===== config.mk =====
export PLATFORM = sky130hd
export DESIGN_NAME = quad_decoder
export DESIGN_NICKNAME = d
export VERILOG_FILES = /design/src/rtl/quad_decoder.sv
export SDC_FILE = /design/constraint.sdc
export NUM_CORES = 1
export LEC_CHECK = 0
export BUFFER_PORTS_ARGS = -buffer_cell sky130_fd_sc_hd__buf_2
export CORE_UTILIZATION = 45
export CTS_CLUSTER_SIZE = 28
export DETAILED_ROUTE_END_ITERATION = 10
export GPL_TIMING_DRIVEN = 0
export PLACE_DENSITY = 0.65
export SKIP_CTS_REPAIR_TIMING = 1
export SYNTH_ARGS = -nofsm -noshare
export SYNTH_HDL_FRONTEND = slang
export SYNTH_SLANG_ARGS = --single-unit

===== constraint.sdc =====
create_clock -name clk -period 3.5 [get_ports clk]
set_input_delay 0.175 -clock clk [delete_from_list [all_inputs] [get_ports clk]]
set_output_delay 0.175 -clock clk [all_outputs]
set_load 0.01 [all_outputs]

===== src/rtl/quad_decoder.sv =====
`default_nettype none
// ============================================================================
//  Module      : quad_decoder
//  Description : Full-resolution (x4) quadrature decoder. Turns the two
//                debounced encoder phases into a one-cycle step pulse, a
//                direction flag and a wrapping W-bit position counter.
//                Double-bit phase jumps are flagged on a sticky error bit.
//  Revision    : 1.0  initial release
// ----------------------------------------------------------------------------
//  Ports
//    clk    in   1  system clock, rising edge
//    rst    in   1  asynchronous reset, active low
//    a      in   1  debounced phase A (already synchronous to clk)
//    b      in   1  debounced phase B (already synchronous to clk)
//    clr    in   1  synchronous clear of count and err, active high
//    count  out  W  position counter, wraps modulo 2^W
//    step   out  1  one-cycle pulse per counted edge
//    dir    out  1  direction of last counted edge (1 = up, 0 = down)
//    err    out  1  sticky illegal-transition flag
// ============================================================================
module quad_decoder #(
  parameter int W = 8
) (
  input  logic         clk,
  input  logic         rst,
  input  logic         a,
  input  logic         b,
  input  logic         clr,
  output logic [W-1:0] count,
  output logic         step,
  output logic         dir,
  output logic         err
);

  // --------------------------------------------------------------------------
  // FSM encoding
  // --------------------------------------------------------------------------
  localparam logic [0:0] c_ST_INIT  = 1'b0;
  localparam logic [0:0] c_ST_TRACK = 1'b1;

  // --------------------------------------------------------------------------
  // State and datapath registers
  // --------------------------------------------------------------------------
  logic [0:0]   state_q, state_d;
  logic [1:0]   ab_q,    ab_d;
  logic [W-1:0] count_q, count_d;
  logic         step_q,  step_d;
  logic         dir_q,   dir_d;
  logic         err_q,   err_d;

  // Current phase pair, MSB = A
  logic [1:0]   w_ab;

  // Edge classification of ab_q -> w_ab
  logic         w_up;
  logic         w_dn;
  logic         w_bad;

  assign w_ab = {a, b};

  // --------------------------------------------------------------------------
  // Edge classification. Up order is 00 -> 10 -> 11 -> 01 -> 00; the down
  // order is its reverse. Any change of both bits at once is illegal.
  // --------------------------------------------------------------------------
  always_comb begin
    w_up  = 1'b0;
    w_dn  = 1'b0;
    w_bad = 1'b0;
    case ({ab_q, w_ab})
      4'b00_10, 4'b10_11, 4'b11_01, 4'b01_00: w_up  = 1'b1;
      4'b00_01, 4'b01_11, 4'b11_10, 4'b10_00: w_dn  = 1'b1;
      4'b00_11, 4'b11_00, 4'b10_01, 4'b01_10: w_bad = 1'b1;
      default: ;
    endcase
  end

  // --------------------------------------------------------------------------
  // FSM process 1: state and datapath registers
  // --------------------------------------------------------------------------
  always_ff @(posedge clk or negedge rst) begin
    if (!rst) begin
      state_q <= c_ST_INIT;
      ab_q    <= 2'b00;
      count_q <= '0;
      step_q  <= 1'b0;
      dir_q   <= 1'b0;
      err_q   <= 1'b0;
    end else begin
      state_q <= state_d;
      ab_q    <= ab_d;
      count_q <= count_d;
      step_q  <= step_d;
      dir_q   <= dir_d;
      err_q   <= err_d;
    end
  end

  // --------------------------------------------------------------------------
  // FSM process 2: next state. INIT lasts exactly one clock, whether or not
  // clr is asserted during it.
  // --------------------------------------------------------------------------
  always_comb begin
    state_d = state_q;
    case (state_q)
      c_ST_INIT:  state_d = c_ST_TRACK;
      c_ST_TRACK: state_d = c_ST_TRACK;
      default:    state_d = c_ST_INIT;
    endcase
  end

  // --------------------------------------------------------------------------
  // FSM process 3: datapath next values.
  // The phase register always follows the inputs, including on a clr cycle,
  // so an edge coinciding with clr is consumed and never counted later.
  // --------------------------------------------------------------------------
  always_comb begin
    ab_d    = w_ab;
    count_d = count_q;
    step_d  = 1'b0;
    dir_d   = dir_q;
    err_d   = err_q;

    if (clr) begin
      count_d = '0;
      err_d   = 1'b0;
    end else if (state_q == c_ST_TRACK) begin
      if (w_up) begin
        count_d = count_q + W'(1);
        dir_d   = 1'b1;
        step_d  = 1'b1;
      end else if (w_dn) begin
        count_d = count_q - W'(1);
        dir_d   = 1'b0;
        step_d  = 1'b1;
      end else if (w_bad) begin
        err_d   = 1'b1;
      end
    end
    // In INIT without clr only the phase register loads; nothing is counted.
  end

  // --------------------------------------------------------------------------
  // Outputs are driven straight from registers
  // --------------------------------------------------------------------------
  assign count = count_q;
  assign step  = step_q;
  assign dir   = dir_q;
  assign err   = err_q;

endmodule
`default_nettype wire


# Word level (Yosys, flattened, before mapping)
# Index checks and enable logic that the tools add are counted.
# W data, S select, Z words.
[classes] n_reduce_logical=10 n_mux=18 addsub=2 bitwise=1 eq_ne=14
[ops] operator="$mux W8" count=4
[ops] operator="$eq A4 B4 Y1 const B" count=6
[ops] operator="$mux W1" count=14
[ops] operator="$eq A4 B3 Y1 const B" count=3
[ops] operator="$reduce_or A4 Y1" count=3
[ops] operator="$add A8 B1 Y8 const B" count=1
[ops] operator="$eq A4 B2 Y1 const B" count=2
[ops] operator="$sub A8 B1 Y8 const B" count=1
[ops] operator="$reduce_bool A2 Y1" count=3
[ops] operator="$eq A4 B1 Y1 const B" count=1
[ops] operator="$ne A2 B2 Y1 const B" count=2
[ops] operator="$reduce_and A4 Y1" count=1
[ops] operator="$reduce_and A3 Y1" count=1
[ops] operator="$reduce_bool A3 Y1" count=1
[ops] operator="$reduce_and A2 Y1" count=1
[ops] operator="$not A1 Y1" count=1
[totals] reg_bits=14 out_inout_bits=11

# Longest topological paths before layout
[logic_depth] depth_word=8 mapped_depth=9 ltp_nobuf=9

# Worst setup path after synthesis
# Ideal clock, no wire load.
[synth_timing] kind="reg2reg" startpoint="reg ab_q[0]" endpoint="reg count_q[7] (netlist: count[7])" setup_slack_ns=1.069 path_stages_with_launch=10 setup_time_ns=0.128 arrival_time_ns=2.303 cell_sequence="dfrtp_1 -> xor2_1 -> and2_2 -> inv_1 -> ha_1 -> a21o_1 -> a21o_1 -> a211oi_2 -> mux2i_1 -> mux2_1"
[synth_via] elab_chain_len=6 elab_cells_between_ends=17 classes_between="8 x eq/ne; 5 x mux; 4 x reduce/logical"
[synth_rtl] element="from (decl)" line_no="45" rtl="logic [1:0] ab_q, ab_d;"
[synth_rtl] element="from (signal assigned)" line_no="83" rtl="ab_q <= 2'b00;"
[synth_rtl] element="from (signal assigned)" line_no="90" rtl="ab_q <= ab_d;"
[synth_rtl] element="$eq A4 B2 Y1, or another cell as far along" line_no="69" rtl="case ({ab_q, w_ab})"
[synth_rtl] element="$reduce_or A4 Y1" line_no="69"
[synth_rtl] element="$mux W1" line_no="69"
[synth_rtl] element="$mux W8" line_no="127" rtl="if (w_up) begin"
[synth_rtl] element="$mux W8" line_no="126" rtl="end else if (state_q == c_ST_TRACK) begin"
[synth_rtl] element="$mux W8" line_no="123" rtl="if (clr) begin"
[synth_rtl] element="to (signal assigned)" line_no="91" rtl="count_q <= count_d;"
[synth_rtl] element="to (decl)" line_no="46" rtl="logic [W-1:0] count_q, count_d;"
# Several ways; a longest one is shown, not always the timed one. The select of a mux whose other input is x is not followed.
# A chain may end at the register's enable or synchronous reset.

# Final worst setup path
# Ends and elaborated chain as after synthesis.

==> run_results.csv <==
group,metric,value,unit
grt,grt_pass1_vias,582,
placed_design,dp_slack,0.829,ns
power_and_ir_drop,power,491,uW
layout,nNetsFinal,110,
clock_tree,cts_tree,"done",
critical_path,timing.rr.end,"count[7]",
grt,grt.overflow.total,0,
critical_path,critPathArrivalTime,2.80,ns
routing,antenna_left,0,
critical_path,critPathLaunch,"ab_q[0]",
min_path,hold_depth,1,
grt,grt_pass1_wl,2.45,mm
critical_path,cp-end-kind,"flip-flop",
sta,postLayoutSetupSlackWorst,0.856,ns
grt,antenna_found_initial,0,
power_and_ir_drop,cellPowerDensity,507,nW/um^2
critical_path,rrSetupSlack,0.86,ns
clock_tree,cts.root.buffer_cell,"clkbuf_4",
sta,rsz0062_at_grt,"no",
sta,setup-tns-final,0,ns
run_status,status,"complete, no violations",
floorplan,ios,16,
synth,synthesis.area,830,sq um
clock_tree,clkSinkCount,14,
clock_tree,clkTransAtPathRegs,0.08,ns
critical_path,r2r-start,"ab_q[0]",
placed_design,dp_hpwl,1.13,mm
sta,fin_crit,2.64,ns
synth,synth_area_leaders,"dfrtp_1 42%, ha_1 9.0%, xor2_1 6.3%",
synth,yosysWarnings,0,
synth,synth.distinct_cells,24,
synth,synth_seq_area_share,0.422,
critical_path,path_buf_inv,1,
sta,drv_slew,0,
synth,synth.net_count,89,
grt,grt_max_degree,15,
sta,fmax,0.378,GHz
routing,drt_pre_antenna_iters,4,
routing,drt_iter0_markers,6,
critical_path,path_class,"flip-flop to flip-flop",
floorplan,die_w,44.9,um
routing,drt-total-wl,1.44,mm
placed_design,portBuffers,15,
layout,area_growth,16.7,%
clock_tree,clock_latency,0.27,ns
routing,via_per_inst,4.99,
clock_tree,cts_buffers,3,
critical_path,r2r_cells,9,
critical_path,crit_family,"compound AO/OA/AOI/OAI gates",
floorplan,start_util,0.480,
synth,synth_top_area_frac,0.422,
floorplan,rows,15,
synth,syn_inst,77,
layout,layout-drive-gt1-share,0.240,
routing,wl_per_cell,11.9,um
routing,vias,604,
floorplan,core,1730,sq um
routing,drc,0,
layout,antennaDiodeCount,0,
sta,fin_crit_sh,0.755,
floorplan,die-area,2020,sq um
critical_path,path_cells,"xor2_1 > and2_2 > inv_1 > ha_1 > a21o_1 > a21o_1 > a211oi_2 > mux2i_1 > mux2_1",
synth,syn_avg_cell_area,10.8,sq um
critical_path,cp_slowest_cell,"dfrtp_1",
floorplan,die_height,44.9,um
synth,ys_ff_latch,14,
critical_path,cp_max_fo,8,
power_and_ir_drop,ir_worst_vdd,0.258,mV
critical_path,cp_slowest_stage_delay,0.40,ns
sta,hold_viol_final,0,
min_path,worstHoldStart,"a",
placed_design,gp_congestion,0.800,
critical_path,worstPathRequired,3.66,ns
sta,fin_skew,0.00428,ns
synth,synth_area_leader_cell,"dfrtp_1",
min_path,hold_end,"ab_q[1]",
flow_run,max-cap-violations,0,
min_path,hold_path_class,"input pin to flip-flop",
power_and_ir_drop,power.leakage,0.520,nW
clock_tree,clockBufferDepth,2,
clock_tree,htree_levels,1,
sta,setup_viol,0,
critical_path,critPathLaunchType,"flip-flop",
grt,track_usage,0.170,
critical_path,cp_common_cell,"a21o_1",
## synthesized netlist by cell type
library cell,instances
dfrtp_1,14
nor2_1,8
ha_1,6
o21ai_0,6
xor2_1,6
mux2i_1,5
a21o_1,4
a21oi_1,4
xnor2_1,4
nand2_1,3
a211oi_2,2
inv_1,2
nand3b_1,2
a31oi_1,1
and2_2,1
clkbuf_1,1
conb_1,1
fa_1,1
mux2_1,1
nor2b_1,1
nor4b_1,1
o21ai_4,1
o21bai_1,1
or2_2,1
## worst reg2reg max path, cell delays in order, from the launching register on
cell and delay [ns]:
dfrtp_1 0.40, xor2_1 0.15, and2_2 0.23, inv_1 0.23, ha_1 0.34, a21o_1 0.17
a21o_1 0.18, a211oi_2 0.25, mux2i_1 0.24, mux2_1 0.34
## layout by cell type, fill, tap and decap left out
master	n
dfrtp_1	14
ha_1	6
clkbuf_1	1
mux2i_1	5
a21o_1	4
nand3b_1	2
a31oi_1	1
conb_1	1
nor4b_1	1
nor2b_1	1
a21oi_1	4
buf_2	15
a211oi_2	2
or2_2	1
o21ai_4	1
o21bai_1	1
xnor2_1	4
nand2_1	3
mux2_1	1
and2_2	1
fa_1	1
xor2_1	6
nor2_1	8
o21ai_0	6
clkbuf_4	3
inv_1	2
dlygate4sd3_1	1
## registers in the layout, indices dropped and copies added (netlist names)
register,flops
err,1
state_q,1
dir,1
ab_q,2
step,1
count,8
## routing by layer
metal  up-vias  wire length (um)  global-route usage
met5         -                 0                   0
met4         0                13               0.109
met3         2                30              0.0240
met2         8               689               0.246
met1       287               709               0.237
li1        307                 -                   -
## logic make-up (layout without fill, tap and decap cells)
family | count (synthesis) | in the layout | share of synthesized area
AOI/OAI and AO/OA | 19 | 19 | 0.163
xor gates and xnor gates | 10 | 10 | 0.106
adders and majority gates | 7 | 7 | 0.115
buffers and inverters | 3 | 22 | 0.0136
DFF | 14 | 14 | 0.422
muxes | 6 | 6 | 0.0739
other | 1 | 1 | 0.00452
and+or+nand+nor | 17 | 17 | 0.103
## final cells by class
cell class | instances | area (sq um)
well taps | 25 | 31.3
multi-input cells | 60 | 468
fillers | 172 | 758
plain buffers | 1 | 3.75
clock buffers | 3 | 22.5
flip-flops and latches | 14 | 350
repair buffers | 16 | 85.1
inverters | 2 | 7.51
## power by group
group	switching, mW	internal (mW)
logic	0.107	0.0988
clock network	0.0459	0.0398
registers	0.0169	0.182
total	0.170	0.321
## per-stage QoR
stage	util	cells	hold WS [ns]	cell area (sq um)
after CTS	0.555	120	-0.215	958
after global routing	0.561	121	0.0373	968
after detailed placement	0.542	117	0.0873	936
final	0.561	121	0.0586	968
after floorplan	-	77	-0.121	830
after global placement	0.542	117	0.0836	936
## worst max path at each step
| stage | to | slack (ns) | cells past startpoint |
|---|---|---|---|
| finish | count[7] | 0.86 | 9 |
| global route | count[7] | 0.74 | 9 |
| CTS | count[7] | 0.82 | 9 |
| detailed placement | count[7] | 0.83 | 9 |
| global placement | count[7] | 0.87 | 9 |
| floorplan | count[7] | 1.07 | 9 |
Note: power is estimated with default switching activity, not from simulation.
